===== src/rtl/wb_buffer_pkg.sv =====
// rtl/wb_buffer_pkg.sv - shared CPU constants: register index width, opcodes, writeback entry width
package wb_buffer_pkg;

  localparam int REG_WIDTH = 5;

  localparam logic [6:0] OP_LUI    = 7'b0110111;
  localparam logic [6:0] OP_AUIPC  = 7'b0010111;
  localparam logic [6:0] OP_JAL    = 7'b1101111;
  localparam logic [6:0] OP_JALR   = 7'b1100111;
  localparam logic [6:0] OP_BRANCH = 7'b1100011;
  localparam logic [6:0] OP_LOAD   = 7'b0000011;
  localparam logic [6:0] OP_STORE  = 7'b0100011;
  localparam logic [6:0] OP_ALUI   = 7'b0010011;
  localparam logic [6:0] OP_ALU    = 7'b0110011;

  // Writeback entry is packed as {pos, rd, value}.
  function automatic int wb_entry_width(input int sb_width, input int data_width);
    return sb_width + REG_WIDTH + data_width;
  endfunction

endpackage


===== src/rtl/wb_fifo_mem.sv =====
// rtl/wb_fifo_mem.sv - writeback entry storage, two write ports and one asynchronous read port
module wb_fifo_mem #(
  parameter int DEPTH = 8,
  parameter int WIDTH = 41,
  parameter int AW    = $clog2(DEPTH)
) (
  input  logic             clk,
  input  logic             we_a,
  input  logic [AW-1:0]    waddr_a,
  input  logic [WIDTH-1:0] wdata_a,
  input  logic             we_b,
  input  logic [AW-1:0]    waddr_b,
  input  logic [WIDTH-1:0] wdata_b,
  input  logic [AW-1:0]    raddr,
  output logic [WIDTH-1:0] rdata
);

  logic [WIDTH-1:0] mem_q [DEPTH];
  logic [WIDTH-1:0] mem_d [DEPTH];

  // The two write addresses never collide: the top always places port B after port A.
  always_comb begin
    mem_d = mem_q;
    if (we_a) mem_d[waddr_a] = wdata_a;
    if (we_b) mem_d[waddr_b] = wdata_b;
  end

  always_ff @(posedge clk) begin
    mem_q <= mem_d;
  end

  assign rdata = mem_q[raddr];

endmodule


===== src/rtl/wb_buffer.sv =====
// rtl/wb_buffer.sv - writeback buffer merging ALU and load/store results into one commit stream
module wb_buffer
  import wb_buffer_pkg::*;
#(
  parameter int SB_SIZE_WIDTH = 4,
  parameter int DATA_WIDTH    = 32,
  parameter int DEPTH         = 8
) (
  input  logic                     clk,
  input  logic                     rst,
  input  logic                     alu_valid,
  input  logic [SB_SIZE_WIDTH-1:0] alu_pos,
  input  logic [REG_WIDTH-1:0]     alu_rd,
  input  logic [DATA_WIDTH-1:0]    alu_value,
  input  logic                     ls_valid,
  input  logic [SB_SIZE_WIDTH-1:0] ls_pos,
  input  logic [REG_WIDTH-1:0]     ls_rd,
  input  logic [DATA_WIDTH-1:0]    ls_value,
  output logic                     out_valid,
  output logic [SB_SIZE_WIDTH-1:0] out_pos,
  output logic [REG_WIDTH-1:0]     out_rd,
  output logic [DATA_WIDTH-1:0]    out_value,
  input  logic                     out_ready,
  output logic                     stall,
  output logic                     overflow
);

  localparam int AW = $clog2(DEPTH);
  localparam int EW = wb_entry_width(SB_SIZE_WIDTH, DATA_WIDTH);

  logic [AW-1:0] head_q, head_d, tail_q, tail_d;
  logic [AW:0]   count_q, count_d;
  logic          overflow_q, overflow_d;

  logic          pop, alu_acc, ls_acc;
  logic [AW+1:0] free;
  logic [AW-1:0] ls_addr;
  logic [EW-1:0] alu_entry, ls_entry, head_entry;

  always_comb begin
    pop     = (count_q != '0) && out_ready;
    free    = (AW+2)'(DEPTH) - {1'b0, count_q} + (AW+2)'(pop);
    // ALU claims the first free slot, so LS is the one dropped when only one remains.
    alu_acc = alu_valid && (free != '0);
    ls_acc  = ls_valid && (free > (alu_acc ? (AW+2)'(1) : (AW+2)'(0)));
    ls_addr = tail_q + AW'(alu_acc);

    head_d     = head_q + AW'(pop);
    tail_d     = tail_q + AW'(alu_acc) + AW'(ls_acc);
    count_d    = count_q + (AW+1)'(alu_acc) + (AW+1)'(ls_acc) - (AW+1)'(pop);
    overflow_d = overflow_q | (alu_valid & ~alu_acc) | (ls_valid & ~ls_acc);

    // Writes to x0 still retire their scoreboard slot but carry no data.
    alu_entry = {alu_pos, alu_rd, (alu_rd == '0) ? {DATA_WIDTH{1'b0}} : alu_value};
    ls_entry  = {ls_pos, ls_rd, (ls_rd == '0) ? {DATA_WIDTH{1'b0}} : ls_value};
  end

  always_ff @(posedge clk) begin
    if (rst) begin
      head_q     <= '0;
      tail_q     <= '0;
      count_q    <= '0;
      overflow_q <= 1'b0;
    end else begin
      head_q     <= head_d;
      tail_q     <= tail_d;
      count_q    <= count_d;
      overflow_q <= overflow_d;
    end
  end

  wb_fifo_mem #(
    .DEPTH (DEPTH),
    .WIDTH (EW),
    .AW    (AW)
  ) u_mem (
    .clk     (clk),
    .we_a    (alu_acc & ~rst),
    .waddr_a (tail_q),
    .wdata_a (alu_entry),
    .we_b    (ls_acc & ~rst),
    .waddr_b (ls_addr),
    .wdata_b (ls_entry),
    .raddr   (head_q),
    .rdata   (head_entry)
  );

  assign out_valid = (count_q != '0);
  assign {out_pos, out_rd, out_value} = out_valid ? head_entry : '0;
  // Two slots of headroom absorb results already in flight when issue stops.
  assign stall    = (count_q >= (AW+1)'(DEPTH - 2));
  assign overflow = overflow_q;

endmodule


===== config.mk =====
export PLATFORM = sky130hd
export DESIGN_NAME = wb_buffer
export DESIGN_NICKNAME = d
export VERILOG_FILES = /design/src/rtl/wb_buffer_pkg.sv /design/src/rtl/wb_fifo_mem.sv /design/src/rtl/wb_buffer.sv
export SDC_FILE = /design/constraint.sdc
export NUM_CORES = 1
export LEC_CHECK = 0
export ABC_AREA = 1
export CAP_MARGIN = 5
export CORE_MARGIN = 2
export CORE_UTILIZATION = 35
export DETAILED_ROUTE_END_ITERATION = 10
export GPL_ROUTABILITY_DRIVEN = 1
export PLACE_DENSITY = 0.49
export SYNTH_ARGS = -nofsm -noshare
export SYNTH_HDL_FRONTEND = slang
export SYNTH_HIERARCHICAL = 1
export SYNTH_SLANG_ARGS = --single-unit

===== constraint.sdc =====
create_clock -name clk -period 9.2 [get_ports clk]
set_input_delay 2.3 -clock clk [delete_from_list [all_inputs] [get_ports clk]]
set_output_delay 2.3 -clock clk [all_outputs]
set_load 0.02 [all_outputs]

# Yosys cells after proc, flatten, opt, wreduce, memory -nomap -nowiden

Index checks and enable logic that the tools add are counted.

Output and inout bits: 44
Bits in registers: 339
Input port bits: 87
Logic and storage cells: 63

Magnitude comparators: 7
Multiplexer cells: 15
$add $sub $neg: 8
Reductions and logical operators: 9
Bitwise gates (word level): 12

Operators with widths:

| kind                                                              | number |
|---|---|
| bitwise mux 328 bit                                               | 2 |
| two-way mux 328 bit                                               | 2 |
| demux 41 bit (select 3 bit)                                       | 2 |
| two-way mux 41 bit                                                | 5 |
| binary-select mux 41 bit (select 3 bit)                           | 1 |
| two-way mux 32 bit                                                | 2 |
| greater-or-equal comparator 4 bit, second input constant          | 3 |
| inverter 3 -> 4 bit                                               | 3 |
| zero test 5 bit                                                   | 2 |
| adder 3 x 1 -> 3 bit                                              | 3 |
| adder 4 x 1 -> 4 bit                                              | 2 |
| less-than comparator 4 x 1 -> 1 bit, second input constant        | 2 |
| adder 5 x 1 -> 5 bit                                              | 1 |
| greater-than comparator 5 x 1 -> 1 bit                            | 1 |
| logical AND 1 bit                                                 | 5 |
| nonzero test 5 bit                                                | 1 |
| subtractor 4 x 4 -> 5 bit, first input constant                   | 1 |
| AND 1 bit                                                         | 4 |
| greater-or-equal comparator 4 x 3 -> 1 bit, second input constant | 1 |
| nonzero test 4 bit                                                | 1 |
| subtractor 4 x 1 -> 4 bit                                         | 1 |
| inverter 1 bit                                                    | 3 |
| bitwise OR 1 bit                                                  | 2 |
| two-way mux 1 bit                                                 | 1 |

# Depth between registers and ports, before layout

Depth after elaboration: 13
Mapped depth: 27
Gate-level depth less buffers: 26

# Hierarchy

The synthesis kept the hierarchy.

Modules (own cells, without submodules):

| module      | times used | sequential area each (um^2) | cells each | area an instance (um^2) |
|---|---|---|---|---|
| wb_fifo_mem | 1          | 6,566.3                     | 3,349      | 19,112.1 |
| wb_buffer   | 1          | 220.2                       | 323        | 1,622.8 |

# Least setup slack after synthesis

Ideal clock, no wire load.

Path kind: input to register
Start: input out_ready
End: register count_q[1]
Required time: 9.072 ns
Arrival time: 4.695 ns
Path buffers: 0
Library setup time: 0.128 ns
Cell stages on the path: 20
Setup slack: 4.377 ns
Cells stage by stage: nand2_1 ha_1 inv_2 ha_1 inv_1 nand2_1 nor2_1 nand2_1 nand2_1 inv_1 ha_1 nor2_1 nor2_1 nand2_1 nand2_1 fa_1 inv_1 fa_1 inv_1 nor2_1

Longest elaborated chain between the ends: 9
Elaborated cells between the ends (all ways): 10
Those cells by class: add/sub (4); order compare (1); mux (1); reduce/logical (4)

RTL lines:

| element                                | line            | source |
|---|---|---|
| start: declaration                     | wb_buffer.sv:23 | `input logic out_ready,` |
| logical AND 1 bit *                    | wb_buffer.sv:41 | `pop = (count_q != '0) && out_ready;` |
| adder 5 x 1 -> 5 bit                   | wb_buffer.sv:42 | `free = (AW+2)'(DEPTH) - {1'b0, count_q} + (AW+2)'(pop);` |
| nonzero test 5 bit                     | wb_buffer.sv:44 | `alu_acc = alu_valid && (free != '0);` |
| logical AND 1 bit                      | wb_buffer.sv:44 |  |
| two-way mux 1 bit                      | wb_buffer.sv:45 | `ls_acc = ls_valid && (free > (alu_acc ? (AW+2)'(1) : (AW+2)'(0)));` |
| greater-than comparator 5 x 1 -> 1 bit | wb_buffer.sv:45 |  |
| logical AND 1 bit                      | wb_buffer.sv:45 |  |
| adder 4 x 1 -> 4 bit                   | wb_buffer.sv:50 | `count_d = count_q + (AW+1)'(alu_acc) + (AW+1)'(ls_acc) - (AW+1)'(pop);` |
| subtractor 4 x 1 -> 4 bit *            | wb_buffer.sv:50 |  |
| net count_d[1]                         | wb_buffer.sv:32 | `logic [AW:0] count_q, count_d;` |
| end signal: assignment                 | wb_buffer.sv:67 | `count_q <= count_d;` |
| end: declaration                       | wb_buffer.sv:32 |  |

Mark *: on every way through the listed nets, which the timed path passes. The rest lies on a longest branch.
A chain may end at the register's enable or synchronous reset.

==> results.md <==
* Switching Power at 0.00361 W
* Data arrival, critical path at about 6.6 ns
* First-pass GRT wire length at 130000 um
* Vias per cell at 4.97
* Final Hold Vio Count at 0
* CTS tree: yes
* Synth area leader: dfxtp_1
* Commonest cells after routing, fill and taps aside: nand2_1 (1640), nand3_1 (783), inv_1 (503), dfxtp_1 (336), clkdlybuf4s50_1 (130)
* CP Launch Type: input port
* WS Path Type: input port to register
* Largest net degree at the start of global routing at between 150 and 200
* Syn Area/Cell at around 5.6 um^2
* Vias post-DR at roughly 22000
* Initial Util at 35.3%
* Ys Warns at 6
* Crit path time final at 6.09 ns
* Most common cell after layout, fill and taps aside: nand2_1
* PD cells at 346 mW/mm^2
* Gpl congestion at just under 0.8
* Req. time, crit path at ~9.7 ns
* Number of max-cap violations at 0
* Setup repair after global routing missed its margin: false
* Sequential power share at between 20% and 30%
* Grt total ovfl at 0
* Area delta synth->final at 13.6%
* Io pins at 131
* Worst-Margin Slew at 1.23 ns
* Hpwl dp at 44900 um
* Area contributors post-synth: dfxtp_1 (33%), nand2_1 (30%), nand3_1 (19%)
* Max Clock Skew at 0.0167 ns
* Die area at 0.0612 mm^2
* DR pass1 iterations at 6
* DRC at 0
* Fill cells at 6668
* CTS root buf: clkbuf_16
* CTS Buf Count at 43
* Slew headroom at 17.6%
* DRT iter0 DRCs at roughly 2000
* Post-layout nets at 3714
* Fmax at 164 MHz
* Switching Share at 44.2%
* Setup-failing EPs final at 0
* Crit end category: register
* Min-delay worst type: register to register
* VDD IR-drop max at 0.000189 V
* Post-route ant nets at 0
* Sequential area share after synthesis at about 33%
* PortBufs at 130
* Power Internal at about 0.0045 W
* Cells after Synth at 3672
* Clock share of power at between 20% and 30%
* Share of cells above drive strength 1 at 4.17%
* Die width at roughly 250 um
* GRT Total Usage at 27.9%
* Routed wire length at between 80000 and 90000 um
* Core area at 0.0588 mm^2
* CTS H-Tree Depth at 2
* CTS max path bufs at 3
* DIE HEIGHT at 247 um
* Setup Fix Bufs, Post-CTS at 0
* Cts hold-fix bufs at 0
* Dpl cells at 4337
* Synth Cell Area at 0.0207 mm^2
* Combinational share of power at ~50%
* PostCTS Resize Cnt at 0
* P_leak at 13.2 nW
* Syn_nets at 3777
* Crit-path max FO at 42
* Post-synth cell types at 22
* Register bit total from synthesis at 339
* Worst-path clk slew at 0.06 ns
* Status: finished clean
* Inserted Diodes at 0
* Post-DR wirelength/cell at 19.5 um
* Clk sink count at 339
* Max Slew Vio Count at 0
* Final worst-path cycle share at 66.2%
* Post-route setup TNS at 0 ns
* Row cnt at 89
* Non-filler cells, final at 4415
* Top cell type's share of synthesized area at between 30% and 40%
* Worst-Skew Late Latency at 0.58 ns
* Initial antenna violation count at 0
* Vias in the first global route at 20400
registers in the layout (all words and copies together) (netlist names):
register     cells
overflow         1
count_q          4
head_q           3
tail_q           3
u_mem/mem_q    328
path summary, 6_finish.rpt:
check | slack [ns] | to | depth (start not counted) | start
setup / recovery | 3.11 | u_mem/mem_q[314] | 25 | out_ready
setup reg to reg | 4.42 | u_mem/mem_q[314] | 27 | count_q[2]
hold reg to reg | 0.53 | u_mem/mem_q[49] | 4 | u_mem/mem_q[49]
hold / removal | 0.53 | u_mem/mem_q[49] | 4 | u_mem/mem_q[49]
cells in the mapped netlist, drive strengths merged:
cell and number:
nor3 2, clkbuf 126, dfxtp 339, clkinv 1, nor2 67, nand3 784
xor2 1, buf 150, xnor2 3, nand2 1657, o21ai 3, a21oi 3
ha 16, fa 2, inv 518
power groups by stage:
stage | Sequential [W] | Combinational [W] | Clock (W)
5_1_grt | 0.00240 | 0.00465 | 0.00180
3_3_place_gp | 0.00236 | 0.00409 | 0
4_1_cts | 0.00234 | 0.00410 | 0.00175
3_5_place_dp | 0.00237 | 0.00408 | 0
6_report | 0.00234 | 0.00410 | 0.00171
2_1_floorplan | 0.00232 | 0.00288 | 0
layout make-up:
type,instances,area (um^2),share of cell area (%)
timing repair buffer,168,1600,6.79
clock buffer,68,1360,5.79
multi-input combinational,2538,10800,45.9
clock inverter,10,50.0,0.213
inverter,519,1960,8.32
tap,773,967,4.11
sequential,339,6800,28.9
layer usage:
layer  GRT usage [%]  up-vias  routed length [um]  share of wire (%)
li1                -    11000                   -                  -
met1            38.1    10100               39100                 45
met2            46.7      759               39700                 46
met3            2.75      137                5240                6.1
met4            7.84        0                2140                2.5
met5               0        -                   0                  0
metrics by stage:
stage | hold WS (ns) | worst slack [ns] | cell area, um^2 | util [%] | total power [W]
global route | 0.554 | 2.80 | 23500 | 40.0 | 0.00886
detailed placement | 0.518 | 2.64 | 22100 | 37.6 | 0.00645
finish | 0.534 | 3.11 | 23500 | 40.0 | 0.00815
floorplan | 0.474 | 4.38 | 20700 | - | 0.00520
global placement | 0.522 | 2.68 | 22100 | 37.6 | 0.00646
CTS | 0.532 | 3.15 | 23500 | 40.0 | 0.00819
cells by family after synthesis:
kind of cell / synth area share, %
and+or+nand+nor: 50.3
DFF: 32.7
xor gates and xnor gates: 0.169
buffers and inverters: 15.5
AOI/OAI and AO/OA: 0.145
adders and majority gates: 1.16
worst max-delay path, stage by stage:
cell and delay, ns:
clkdlybuf4s50_1 0.45, nand2_1 0.06, ha_1 0.19, inv_2 0.07
ha_1 0.18, nand2_1 0.06, nand2_1 0.06, nand2_1 0.06
nor2_1 0.12, nand2_1 0.07, nand2_1 0.11, inv_1 0.08
ha_1 0.26, nor2_1 0.10, nor2_1 0.06, nand2_1 0.06
nand2_1 0.09, nor2_1 0.14, inv_1 0.05, nor2_1 0.31
nand2_2 0.06, buf_4 0.37, inv_2 1.00, nand2_1 0.12
nand2_1 0.12
Power figures use the tool's default switching activity.
